[config.mk]
export PLATFORM = sky130hd
export DESIGN_NAME = fetch_stage
export DESIGN_NICKNAME = d
export VERILOG_FILES = /design/src/rtl/wisc_pkg.sv /design/src/rtl/if_id_reg.sv /design/src/rtl/fetch_stage.sv
export SDC_FILE = /design/constraint.sdc
export NUM_CORES = 1
export LEC_CHECK = 0
export BUFFER_PORTS_ARGS = -buffer_cell sky130_fd_sc_hd__buf_4
export CORE_UTILIZATION = 45
export CTS_CLUSTER_DIAMETER = 40
export CTS_CLUSTER_SIZE = 20
export DETAILED_ROUTE_END_ITERATION = 10
export HOLD_SLACK_MARGIN = 0.15
export PLACE_DENSITY = 0.75
export SLEW_MARGIN = 20
export SYNTH_ARGS = -nofsm -noshare
export SYNTH_HDL_FRONTEND = slang
export SYNTH_SLANG_ARGS = --single-unit
[constraint.sdc]
create_clock -name clk -period 2.05 [get_ports clk]
set_input_delay 0.1025 -clock clk [delete_from_list [all_inputs] [get_ports clk]]
set_output_delay 0.1025 -clock clk [all_outputs]
set_load 0.02 [all_outputs]
[src/rtl/wisc_pkg.sv]
// Shared WISC pipeline constants, opcode encodings and fetch-state type.
package wisc_pkg;
  localparam int PC_W    = 16;
  localparam int INSTR_W = 16;
  localparam int PC_INC  = 2;

  localparam logic [3:0] OP_LW  = 4'h8;
  localparam logic [3:0] OP_SW  = 4'h9;
  localparam logic [3:0] OP_LLB = 4'hA;
  localparam logic [3:0] OP_LHB = 4'hB;
  localparam logic [3:0] OP_B   = 4'hC;
  localparam logic [3:0] OP_BR  = 4'hD;
  localparam logic [3:0] OP_PCS = 4'hE;
  localparam logic [3:0] OP_HLT = 4'hF;

  typedef enum logic {
    FETCH = 1'b0,
    HALT  = 1'b1
  } fetch_state_t;
endpackage

[src/rtl/if_id_reg.sv]
// Pipeline register with load enable, flush and async reset; flush clears only
// the valid bit so payload keeps its last value.
module if_id_reg #(
  parameter int PC_W    = 16,
  parameter int INSTR_W = 16
) (
  input  logic               clk,
  input  logic               rst,
  input  logic               load_en,
  input  logic               flush,
  input  logic [INSTR_W-1:0] instr_in,
  input  logic [PC_W-1:0]    pc_plus2_in,
  output logic [INSTR_W-1:0] instr,
  output logic [PC_W-1:0]    pc_plus2,
  output logic               valid
);
  logic [INSTR_W-1:0] instr_q, instr_d;
  logic [PC_W-1:0]    pc_plus2_q, pc_plus2_d;
  logic               valid_q, valid_d;

  // flush outranks a held load: a redirect must kill the slot even when stalled
  always_comb begin
    instr_d    = instr_q;
    pc_plus2_d = pc_plus2_q;
    valid_d    = valid_q;
    if (flush) begin
      valid_d = 1'b0;
    end else if (load_en) begin
      instr_d    = instr_in;
      pc_plus2_d = pc_plus2_in;
      valid_d    = 1'b1;
    end
  end

  always_ff @(posedge clk or posedge rst) begin
    if (rst) begin
      instr_q    <= '0;
      pc_plus2_q <= '0;
      valid_q    <= 1'b0;
    end else begin
      instr_q    <= instr_d;
      pc_plus2_q <= pc_plus2_d;
      valid_q    <= valid_d;
    end
  end

  assign instr    = instr_q;
  assign pc_plus2 = pc_plus2_q;
  assign valid    = valid_q;
endmodule

[src/rtl/fetch_stage.sv]
// WISC instruction-fetch stage: owns the PC, handles stall/redirect/HLT, and
// feeds the IF/ID register.
//   state | meaning
//   FETCH | requesting imem[pc] every cycle
//   HALT  | HLT fetched; no requests until a taken branch redirects
module fetch_stage #(
  parameter int             PC_W     = 16,
  parameter int             INSTR_W  = 16,
  parameter logic [PC_W-1:0] RESET_PC = '0
) (
  input  logic               clk,
  input  logic               rst,
  input  logic               stall,
  input  logic               branch_taken,
  input  logic [PC_W-1:0]    branch_target,
  output logic [PC_W-1:0]    imem_addr,
  output logic               imem_rd,
  input  logic [INSTR_W-1:0] imem_data,
  input  logic               imem_valid,
  output logic [INSTR_W-1:0] ifid_instr,
  output logic [PC_W-1:0]    ifid_pc_plus2,
  output logic               ifid_valid,
  output logic [3:0]         opcode,
  output logic               halted
);
  import wisc_pkg::*;

  fetch_state_t    state_q, state_d;
  logic [PC_W-1:0] pc_q, pc_d;
  logic            halted_q, halted_d;
  logic            imem_rd_q, imem_rd_d;
  logic [PC_W-1:0] pc_plus2;
  logic            fetch_ok;
  logic            is_hlt;

  assign pc_plus2 = pc_q + PC_W'(PC_INC);
  assign fetch_ok = (state_q == FETCH) && imem_valid;
  assign is_hlt   = (imem_data[INSTR_W-1 -: 4] == OP_HLT);

  always_comb begin
    pc_d    = pc_q;
    state_d = state_q;
    if (branch_taken) begin
      pc_d    = branch_target;
      state_d = FETCH;
    end else if (!stall && fetch_ok) begin
      // HLT parks the PC on itself so the halted address stays visible
      if (is_hlt) state_d = HALT;
      else        pc_d    = pc_plus2;
    end
    halted_d  = (state_d == HALT);
    imem_rd_d = (state_d == FETCH);
  end

  always_ff @(posedge clk or posedge rst) begin
    if (rst) begin
      pc_q      <= RESET_PC;
      state_q   <= FETCH;
      halted_q  <= 1'b0;
      imem_rd_q <= 1'b1;
    end else begin
      pc_q      <= pc_d;
      state_q   <= state_d;
      halted_q  <= halted_d;
      imem_rd_q <= imem_rd_d;
    end
  end

  if_id_reg #(
    .PC_W    (PC_W),
    .INSTR_W (INSTR_W)
  ) u_if_id (
    .clk         (clk),
    .rst         (rst),
    .load_en     (!stall),
    .flush       (branch_taken || (!stall && !fetch_ok)),
    .instr_in    (imem_data),
    .pc_plus2_in (pc_plus2),
    .instr       (ifid_instr),
    .pc_plus2    (ifid_pc_plus2),
    .valid       (ifid_valid)
  );

  assign imem_addr = pc_q;
  assign imem_rd   = imem_rd_q;
  assign halted    = halted_q;
  assign opcode    = ifid_instr[INSTR_W-1 -: 4];
endmodule

==> results of run 1 <==
## metal layers
layer,GRT usage [%],share of wire [%],vias to the layer above,routed length [um]
met2,40.7,51,74,3230
met4,9.43,1.8,0,112
met3,4.15,4.5,10,286
met5,0,0,-,0
li1,-,-,1024,-
met1,31.6,43,1031,2690
## through the flow
stage	hold WS (ns)	area (sq um)	cells	power, mW	worst slack, ns
2_1_floorplan	0.223	2410	219	1.79	0.0965
3_3_place_gp	0.228	3180	373	2.17	0.287
3_5_place_dp	0.230	3180	373	2.20	0.217
4_1_cts	0.246	3620	415	2.93	0.195
5_1_grt	0.284	3620	415	3.06	0.0654
6_report	0.261	3620	415	2.91	0.186
## critical path, delay by kind of cell
kind,cells,cell delay [ns]
simple gates,2,0.83
buf+inv,2,0.65
compound gates,2,0.46
## where the power goes
group          internal (mW)  switching, mW  leakage (nW)
Combinational          0.461          0.482         0.960
Clock                  0.366          0.314        0.0524
Sequential              1.17          0.126         0.596
Total                   1.99          0.922          1.61
## sequential cells by signal, summed over array words and instances (netlist names)
register and count:
u_if_id.instr 16, halted 1, u_if_id.pc_plus2 16, imem_rd 1
u_if_id.valid 1, imem_addr 16
## cell families (layout without fill, tap and decap cells)
kind of cell,after synthesis,count (layout)
and+or+nand+nor,68,68
adders and majority gates,1,1
xor gates and xnor gates,17,17
muxes,21,21
DFF,51,51
buffers and inverters,22,148
AOI/OAI and AO/OA,39,39
## cell type report
class / instances / area share (%)
flip-flops and latches: 51 / 35.3
repair buffers: 134 / 30.5
multi-input cells: 146 / 28.3
well taps: 70 / 2.42
clock buffers: 7 / 2.11
clock inverters: 1 / 0.829
inverters: 6 / 0.622
## placed cells by master (no fill, tap or decap), drive strengths merged, types with 2 or more instances in the layout
cell type    count
xnor2           11
nor3             4
o21ai            6
nand2           13
dlygate4sd3     34
nor3b            4
dfrtp           50
clkbuf           7
a21oi           14
nor4             5
inv              6
o22ai            3
mux2            19
a221o            5
nand4            3
mux2i            2
nor2            21
buf            100
or3              2
xor2             6
and3             2
a31oi            3
nand3            7
## worst paths after layout
kind / startpoint / end / cells past startpoint
max: imem_data[13] / imem_addr[14] / 6
min: imem_valid / halted / 4
max reg2reg: imem_addr[1] / imem_addr[13] / 5
min reg2reg: u_if_id.instr[3] / u_if_id.instr[3] / 1
max in group asynchronous: rst / imem_addr[15] / 4
min in group asynchronous: rst / u_if_id.instr[12] / 3
==> results.sh, run 1 <==
export IMPL_remaining_drc_errors=0
export IMPL_h_tree_depth=2
export IMPL_timing_max_slew_rel_slack_pct=57.8
export IMPL_crit_arrival_ns=2.05
export IMPL_yosys_top_cells_area="sky130_fd_sc_hd__dfrtp_1 52%, sky130_fd_sc_hd__mux2_2 8.9%, sky130_fd_sc_hd__xnor2_1 4.0%"
export IMPL_grtUsageTotal_pct=24.3
export IMPL_cp_data_required_time_ns=2.23
export IMPL_die_height_um=75.1
export IMPL_initial_cell_density_of_the_core_pct=46.8
export IMPL_powerDensity_mw_per_mm2=804
export IMPL_grt_max_degree=47
export IMPL_yosys_warnings=0
export IMPL_synth_edf_count=0
export IMPL_antenna_left=0
export IMPL_post_synth_xor_area_fraction_pct=6.19
export IMPL_worstSetupEndpointType="flop"
export IMPL_synth_sequential_area_ratio_pct=53.1
export IMPL_totalWireLength_um=6320
export IMPL_synth_compound_area_share_pct=10.7
export IMPL_wire_per_inst_um=15.2
export IMPL_post_synth_mux_area_share_pct=9.72
export IMPL_regArea_sq_mm=0.00128
export IMPL_cts_root_buf="sky130_fd_sc_hd__clkbuf_8"
export IMPL_synth_top_family_by_area="simple AND/OR/NAND/NOR gates"
export IMPL_final_layout_size_suffix_gt1_share_pct=38.8
export IMPL_cts_inserted_buffers=5
export IMPL_ys_async_rst_share_pct=100
export IMPL_vias_in_the_first_global_route=2104
export IMPL_drt_pass1_iterations=4
export IMPL_detailroute_via_count=2139
export IMPL_gp_congestion=0.858
export IMPL_io_pins=92
export IMPL_core_region_area_sq_mm=0.00514
export IMPL_vdd_ir_drop_max_v=0.000458
export IMPL_first_iter_violations=102
export IMPL_fillCellCount=417
export IMPL_outcome="complete, no violations"
export IMPL_worst_skew_late_latency_ns=0.29
export IMPL_critical_path_peak_fanout=10
export IMPL_timing_max_transition_violations_final=0
export IMPL_worst_slew_pin_transition_ns=0.632
export IMPL_report_final_hold_viol_count=0
export IMPL_fp_dieW_um=75.1
export IMPL_adder_cell_fraction_of_synth_area_pct=0.520
export IMPL_synth_cell_type_count=44
export IMPL_slowest_stage="sky130_fd_sc_hd__dlygate4sd3_1"
export IMPL_p_leak_nw=1.61
export IMPL_cts_setup_buffers=0
export IMPL_num_nets_final=382
export IMPL_num_rows=26
export IMPL_timing_fmax_ghz=0.537
export IMPL_drv_cap=0
export IMPL_finalCoreUtilization_pct=70.5
export IMPL_syn2layout_area_growth_pct=50.5
export IMPL_grt_antenna_before_repair=0
export IMPL_number_of_instances_in_the_synthesized_netlist=219
export IMPL_overflow=0
export IMPL_synth_commonest_cells="50 x sky130_fd_sc_hd__dfrtp_1, 21 x sky130_fd_sc_hd__nor2_1, 19 x sky130_fd_sc_hd__mux2_2, 14 x sky130_fd_sc_hd__a21oi_1, 13 x sky130_fd_sc_hd__nand2_1"
export IMPL_port_buffers=91
export IMPL_clkTransAtPathRegs_ns=0.09
export IMPL_setup_reg_to_reg_worst_slack_ns=0.23
export IMPL_hpwl_um=4230
export IMPL_post_synth_top_count_cell="sky130_fd_sc_hd__dfrtp_1"
export IMPL_setup_viol_count_final=0
export IMPL_tritoncts_clock_tree="built"
export IMPL_timing_critical_path_slowest_cell_delay_ns=0.54
export IMPL_post_cts_resized=0
export IMPL_setup_tns_final_ns=0
export IMPL_cts_hold_repair_buffers=34
export IMPL_routed_vias_inst=5.15
export IMPL_n_antenna_cell=0
export IMPL_timing_setup_critical_path_class="in2reg"
export IMPL_grt_pass1_wl_um=10000
export IMPL_postSynthRegisterBits=51
export IMPL_synthDominantAreaCellType="sky130_fd_sc_hd__dfrtp_1"
export IMPL_critical_path_cell_list="dlygate4sd3_1, buf_4, nand4_1, nand2_1, o22ai_1, a221o_1"
export IMPL_dominantRegCellSynth="sky130_fd_sc_hd__dfrtp_1"
export IMPL_synth_fp_nets=257
export IMPL_start_kind="primary input"
export IMPL_yosysTopAreaCellShare_pct=52.0
export IMPL_grt_setup_unrepaired="false"
export IMPL_final_period_utilization_pct=90.9
export IMPL_cts_path_max_buffers=2
export IMPL_finClkSkew_ns=0.00460
export IMPL_synthSimpleGateAreaFrac_pct=15.2
export IMPL_synth_cell_area_sq_mm=0.00241
export IMPL_design_die_area_sq_mm=0.00564
export IMPL_total_area_of_multi_input_combinational_cells_sq_mm=0.00102
export IMPL_synth_avg_cell_area_sq_um=11.0
export IMPL_finalWorstPathRequiredPeriod_ns=1.86
export IMPL_min_delay_path_class="in2reg"
export IMPL_cts_num_sinks=51
(Power assumes the default switching activity.)
==> run 2, diff against run 1 <==
--- a/config.mk
+++ b/config.mk
@@ -6,12 +6,12 @@
 export NUM_CORES = 1
 export LEC_CHECK = 0
 export BUFFER_PORTS_ARGS = -buffer_cell sky130_fd_sc_hd__buf_4
-export CORE_UTILIZATION = 45
+export CORE_UTILIZATION = 49
 export CTS_CLUSTER_DIAMETER = 40
 export CTS_CLUSTER_SIZE = 20
 export DETAILED_ROUTE_END_ITERATION = 10
 export HOLD_SLACK_MARGIN = 0.15
-export PLACE_DENSITY = 0.75
+export PLACE_DENSITY = 0.81
 export SLEW_MARGIN = 20
 export SYNTH_ARGS = -nofsm -noshare
 export SYNTH_HDL_FRONTEND = slang
==> run 2 against run 1 <==
Against the previous run: critical path type is now reg2reg; global-route usage increased by 1.7 points; flip-flop and latch count did not move; largest cell class unchanged; utilization rose by 6.0 points; via count up 0.33%; clock power shrank 18%; cell count shrank 0.24%; largest power group unchanged; maximum frequency is 0.83% higher; clock skew is 0.0018 ns lower.
==> results.sh, run 2 (same netlist as run 1, synthesis figures left out) <==
export IMPL_report_final_hold_viol_count=0
export IMPL_post_cts_resized=0
export IMPL_worst_slew_pin_transition_ns=0.567
export IMPL_num_nets_final=384
export IMPL_total_area_of_multi_input_combinational_cells_sq_mm=0.00102
export IMPL_regArea_sq_mm=0.00128
export IMPL_net_switching_power_uw=926
export IMPL_relative_contribution_of_sequential_cells_to_total_power_pct=46.0
export IMPL_routed_vias_inst=5.18
export IMPL_timing_max_transition_violations_final=0
export IMPL_outcome="complete, no violations"
export IMPL_tritoncts_clock_tree="built"
export IMPL_final_cell_mix="101 x sky130_fd_sc_hd__buf_4, 50 x sky130_fd_sc_hd__dfrtp_1, 34 x sky130_fd_sc_hd__dlygate4sd3_1"
export IMPL_cts_num_sinks=51
export IMPL_vias_in_the_first_global_route=2055
export IMPL_clock_power_share_pct=20.0
export IMPL_hold_path_startpoint="imem_valid"
export IMPL_timing_fmax_ghz=0.541
export IMPL_fillCellCount=309
export IMPL_vdd_ir_drop_max_v=0.000440
export IMPL_core_region_area_sq_mm=0.00472
export IMPL_setup_tns_final_ns=0
export IMPL_cts_setup_buffers=0
export IMPL_drv_cap=0
export IMPL_overflow=0
export IMPL_leading_cell_type_in_the_layout_fill_and_taps_excluded="sky130_fd_sc_hd__buf_4"
export IMPL_die_height_um=72.1
export IMPL_final_layout_size_suffix_gt1_share_pct=39.5
export IMPL_design_die_area_sq_mm=0.00519
export IMPL_beginning_of_the_critical_path="imem_addr[1]"
export IMPL_cts_path_max_buffers=2
export IMPL_powerDensity_mw_per_mm2=774
export IMPL_net_switching_fraction_of_the_power_pct=33.1
export IMPL_cts_hold_repair_buffers=34
export IMPL_timing_setup_critical_path_class="reg2reg"
export IMPL_cts_root_buf="sky130_fd_sc_hd__clkbuf_8"
export IMPL_initial_cell_density_of_the_core_pct=50.9
export IMPL_comb_power_share_pct=34.0
export IMPL_gp_congestion=0.875
export IMPL_setup_viol_count_final=0
export IMPL_h_tree_depth=2
export IMPL_critical_path_peak_fanout=6
export IMPL_totalWireLength_um=6260
export IMPL_p_leak_nw=1.61
export IMPL_holdWs_ns=0.259
export IMPL_wire_per_inst_um=15.1
export IMPL_clkTransAtPathRegs_ns=0.09
export IMPL_first_iter_violations=115
export IMPL_grt_setup_unrepaired="false"
export IMPL_syn2layout_area_growth_pct=50.1
export IMPL_grtUsageTotal_pct=26.1
export IMPL_timing_max_slew_rel_slack_pct=61.9
export IMPL_n_antenna_cell=0
export IMPL_worstSetupEndpointType="flop"
export IMPL_remaining_drc_errors=0
export IMPL_cts_inserted_buffers=5
export IMPL_io_pins=92
export IMPL_min_delay_path_class="in2reg"
export IMPL_crit_arrival_ns=2.03
export IMPL_antenna_left=0
export IMPL_cp_data_required_time_ns=2.24
export IMPL_grt_max_degree=47
export IMPL_reg2reg_from="imem_addr[1]"
export IMPL_final_period_utilization_pct=90.2
export IMPL_grt_pass1_wl_um=10400
export IMPL_grt_antenna_before_repair=0
export IMPL_port_buffers=91
export IMPL_hpwl_um=4060
export IMPL_fp_dieW_um=72.1
export IMPL_num_rows=25
export IMPL_finClkSkew_ns=0.00285
export IMPL_start_kind="flop"
export IMPL_cell_internal_pwr_mw=1.87
export IMPL_worst_skew_late_latency_ns=0.30
export IMPL_finalWorstPathRequiredPeriod_ns=1.85
export IMPL_drt_pass1_iterations=4
export IMPL_detailroute_via_count=2146
run 2: cell types whose count changed in the layout (fill, tap and decap cells not counted):
cell / before / now
sky130_fd_sc_hd__buf_4: 99 / 101
sky130_fd_sc_hd__clkbuf_1: 2 / 1
sky130_fd_sc_hd__clkinv_2: 0 / 1
sky130_fd_sc_hd__clkinvlp_4: 0 / 1
sky130_fd_sc_hd__bufinv_16: 1 / 0
run 2: power by group through the flow:
stage	Sequential (mW)	Combinational, mW	Clock [mW]
finish	1.29	0.951	0.559
global route	1.31	1.02	0.613
CTS	1.28	0.945	0.569
detailed placement	1.30	0.890	0
global placement	1.29	0.877	0
floorplan	1.49	0.304	0
run 2: path summary, 6_finish.rpt:
check / end / slack, ns / depth (start not counted)
setup / recovery: imem_addr[9] / 0.20 / 5
hold / removal: halted / 0.26 / 4
setup reg to reg: imem_addr[9] / 0.20 / 5
hold reg to reg: u_if_id.instr[1] / 0.52 / 1
max in group asynchronous: u_if_id.pc_plus2[9] / 1.02 / 4
min in group asynchronous: u_if_id.instr[12] / 0.42 / 3
run 2: metrics by stage:
stage          instance area, sq um  worst slack (ns)  power, mW  std cells  utilization (%)
2_1_floorplan                  2410            0.0965       1.79        219                -
3_3_place_gp                   3190             0.276       2.17        372             67.5
3_5_place_dp                   3190             0.208       2.19        372             67.5
4_1_cts                        3610             0.193       2.79        414             76.5
5_1_grt                        3610            0.0653       2.94        414             76.5
6_report                       3610             0.201       2.80        414             76.5
run 2: final cells by class:
cell class,count,share of cell area [%]
clock inverter,2,0.346
timing repair buffer,136,31.0
multi-input combinational,146,28.4
tap,67,2.32
inverter,6,0.623
sequential,51,35.4
clock buffer,6,2.01
run 2: worst max-delay path: stages (launching register included):
cell and delay, ns:
sky130_fd_sc_hd__dfrtp_1 0.36, sky130_fd_sc_hd__ha_1 0.25, sky130_fd_sc_hd__nand3_2 0.15, sky130_fd_sc_hd__or3_1 0.40, sky130_fd_sc_hd__a32o_1 0.29, sky130_fd_sc_hd__a221o_1 0.29
run 2: metal layers:
metal,wire length [um],GRT usage (%)
met3,334,4.31
met4,102,7.41
met1,2620,35.2
met5,0,0
met2,3200,43.6
==> run 3, diff against run 2 <==
--- a/config.mk
+++ b/config.mk
@@ -7,11 +7,13 @@
 export LEC_CHECK = 0
 export BUFFER_PORTS_ARGS = -buffer_cell sky130_fd_sc_hd__buf_4
 export CORE_UTILIZATION = 49
+export CTS_BUF_LIST = sky130_fd_sc_hd__clkbuf_16
 export CTS_CLUSTER_DIAMETER = 40
 export CTS_CLUSTER_SIZE = 20
 export DETAILED_ROUTE_END_ITERATION = 10
 export HOLD_SLACK_MARGIN = 0.15
 export PLACE_DENSITY = 0.81
+export RECOVER_POWER = 50
 export SLEW_MARGIN = 20
 export SYNTH_ARGS = -nofsm -noshare
 export SYNTH_HDL_FRONTEND = slang
==> run 3 against run 2 <==
Against the previous run: sequential share of layout area grew 1.4 points; clock skew shrank 0.00094 ns; critical path type unchanged; register-to-register slack lost 0.02 ns; flip-flop and latch count is the same; non-clock buffer count is the same; critical path depth is the same; largest power group unchanged; maximum frequency shrank 0.93%; global-route usage grew 1.4 points.
==> results.sh, run 3 (same netlist as run 1, synthesis figures left out) <==
export IMPL_io_pins=92
export IMPL_finalWorstPathRequiredPeriod_ns=1.87
export IMPL_port_buffers=91
export IMPL_fp_dieW_um=72.1
export IMPL_detailroute_via_count=2181
export IMPL_totalWireLength_um=6570
export IMPL_drt_pass1_iterations=6
export IMPL_path_delay_family="compound AO/OA/AOI/OAI gates"
export IMPL_vias_in_the_first_global_route=2148
export IMPL_num_rows=25
export IMPL_finalCoreUtilization_pct=73.6
export IMPL_cts_path_max_buffers=2
export IMPL_slowest_stage="sky130_fd_sc_hd__or3_1"
export IMPL_crit_arrival_ns=2.03
export IMPL_final_period_utilization_pct=91.0
export IMPL_worstSetupEndpointType="flop"
export IMPL_num_nets_final=384
export IMPL_hold_path_startpoint="imem_valid"
export IMPL_beginning_of_the_critical_path="imem_addr[1]"
export IMPL_core_region_area_sq_mm=0.00472
export IMPL_n_antenna_cell=0
export IMPL_critical_path_cell_list="ha_1, nand3_2, or3_1, a32o_1, a221o_1"
export IMPL_drv_cap=0
export IMPL_timing_max_slew_rel_slack_pct=32.4
export IMPL_overflow=0
export IMPL_powerDensity_mw_per_mm2=833
export IMPL_timing_setup_critical_path_class="reg2reg"
export IMPL_antenna_left=0
export IMPL_syn2layout_area_growth_pct=44.5
export IMPL_min_delay_path_class="in2reg"
export IMPL_timing_fmax_ghz=0.536
export IMPL_reg2reg_from="imem_addr[1]"
export IMPL_routed_vias_inst=5.27
export IMPL_grt_max_degree=47
export IMPL_grt_pass1_wl_um=10800
export IMPL_cts_root_buf="sky130_fd_sc_hd__clkbuf_16"
export IMPL_clkTransAtPathRegs_ns=0.06
export IMPL_cts_num_sinks=51
export IMPL_setup_tns_final_ns=0
export IMPL_tritoncts_clock_tree="built"
export IMPL_timing_max_transition_violations_final=0
export IMPL_leading_cell_type_in_the_layout_fill_and_taps_excluded="sky130_fd_sc_hd__clkbuf_1"
export IMPL_start_kind="flop"
export IMPL_final_setup_worst_slack_ns=0.184
export IMPL_holdWs_ns=0.276
export IMPL_vdd_ir_drop_max_v=0.000600
export IMPL_cts_inserted_buffers=5
export IMPL_worst_slew_pin_transition_ns=1.01
export IMPL_remaining_drc_errors=0
export IMPL_final_layout_size_suffix_gt1_share_pct=24.5
export IMPL_worst_skew_late_latency_ns=0.28
export IMPL_grt_antenna_before_repair=0
export IMPL_final_cell_mix="51 x sky130_fd_sc_hd__clkbuf_1, 50 x sky130_fd_sc_hd__dfrtp_1, 48 x sky130_fd_sc_hd__buf_4"
export IMPL_grt_setup_unrepaired="false"
export IMPL_h_tree_depth=2
export IMPL_wire_per_inst_um=15.9
export IMPL_hpwl_um=4060
export IMPL_die_height_um=72.1
export IMPL_path_buf_inv=0
export IMPL_post_cts_resized=0
export IMPL_finClkSkew_ns=0.00191
export IMPL_initial_cell_density_of_the_core_pct=50.9
export IMPL_setup_viol_count_final=0
export IMPL_timing_critical_path_slowest_cell_delay_ns=0.41
export IMPL_critical_path_peak_fanout=6
export IMPL_design_die_area_sq_mm=0.00519
export IMPL_first_iter_violations=182
export IMPL_gp_congestion=0.875
export IMPL_grtUsageTotal_pct=27.5
export IMPL_total_design_power_mw=2.90
export IMPL_cp_data_required_time_ns=2.22
export IMPL_outcome="complete, no violations"
export IMPL_p_leak_nw=1.45
export IMPL_report_final_hold_viol_count=0
export IMPL_pre_cts_ws_ns=0.208
-- run 3: cell types whose count changed in the layout (fill, tap and decap cells not counted) --
cell                        before  now
sky130_fd_sc_hd__buf_4         101   48
sky130_fd_sc_hd__clkbuf_1        1   51
sky130_fd_sc_hd__clkbuf_16       0    5
sky130_fd_sc_hd__clkbuf_4        0    2
sky130_fd_sc_hd__clkbuf_8        5    0
sky130_fd_sc_hd__inv_1           5    7
sky130_fd_sc_hd__inv_2           1    0
-- run 3: layout make-up --
| class | instances | area (sq um) |
|---|---|---|
| clock inverters | 3 | 16.3 |
| inverters | 6 | 22.5 |
| multi-input cells | 146 | 1020 |
| fillers | 353 | 1250 |
| clock buffers | 5 | 125 |
| flip-flops and latches | 51 | 1280 |
| repair buffers | 136 | 927 |
| well taps | 67 | 83.8 |
-- run 3: path summary, 6_finish.rpt --
kind	endpoint	slack [ns]	cells past startpoint
worst max-delay path	imem_addr[9]	0.18	5
worst min-delay path	halted	0.28	4
worst max register to register	imem_addr[9]	0.18	5
worst min register to register	u_if_id.instr[2]	0.51	1
max in group asynchronous	u_if_id.pc_plus2[11]	0.65	4
min in group asynchronous	u_if_id.instr[13]	0.62	3
-- run 3: timing repair --
action                    CTS  global route
hold endpoints to repair   57             0
setup buffers               0             0
hold buffers               34             0
-- run 3: worst min-delay path: stages --
cell	delay, ns
sky130_fd_sc_hd__buf_4	0.12
sky130_fd_sc_hd__nor3b_1	0.13
sky130_fd_sc_hd__nor2_1	0.12
sky130_fd_sc_hd__nor2_1	0.05
-- run 3: per-layer routing --
layer  track usage (%)  part of all wire, %  wire length [um]  vias up
li1                  -                    -                 -     1029
met4              6.75                  1.2                76        0
met1              35.9                   42              2790     1055
met2              47.0                   51              3330       87
met5                 0                    0                 0        -
met3              5.69                  5.6               371       10
-- run 3: report_power, final --
group          internal, mW  switching (mW)
logic                 0.325           0.491
registers              1.17           0.119
clock network         0.446           0.349
total                  1.94           0.959
-- run 3: per-stage QoR --
stage               cells  instance area, sq um
floorplan             219                  2410
global placement      372                  3190
detailed placement    372                  3190
CTS                   414                  3670
global route          414                  3480
finish                414                  3480
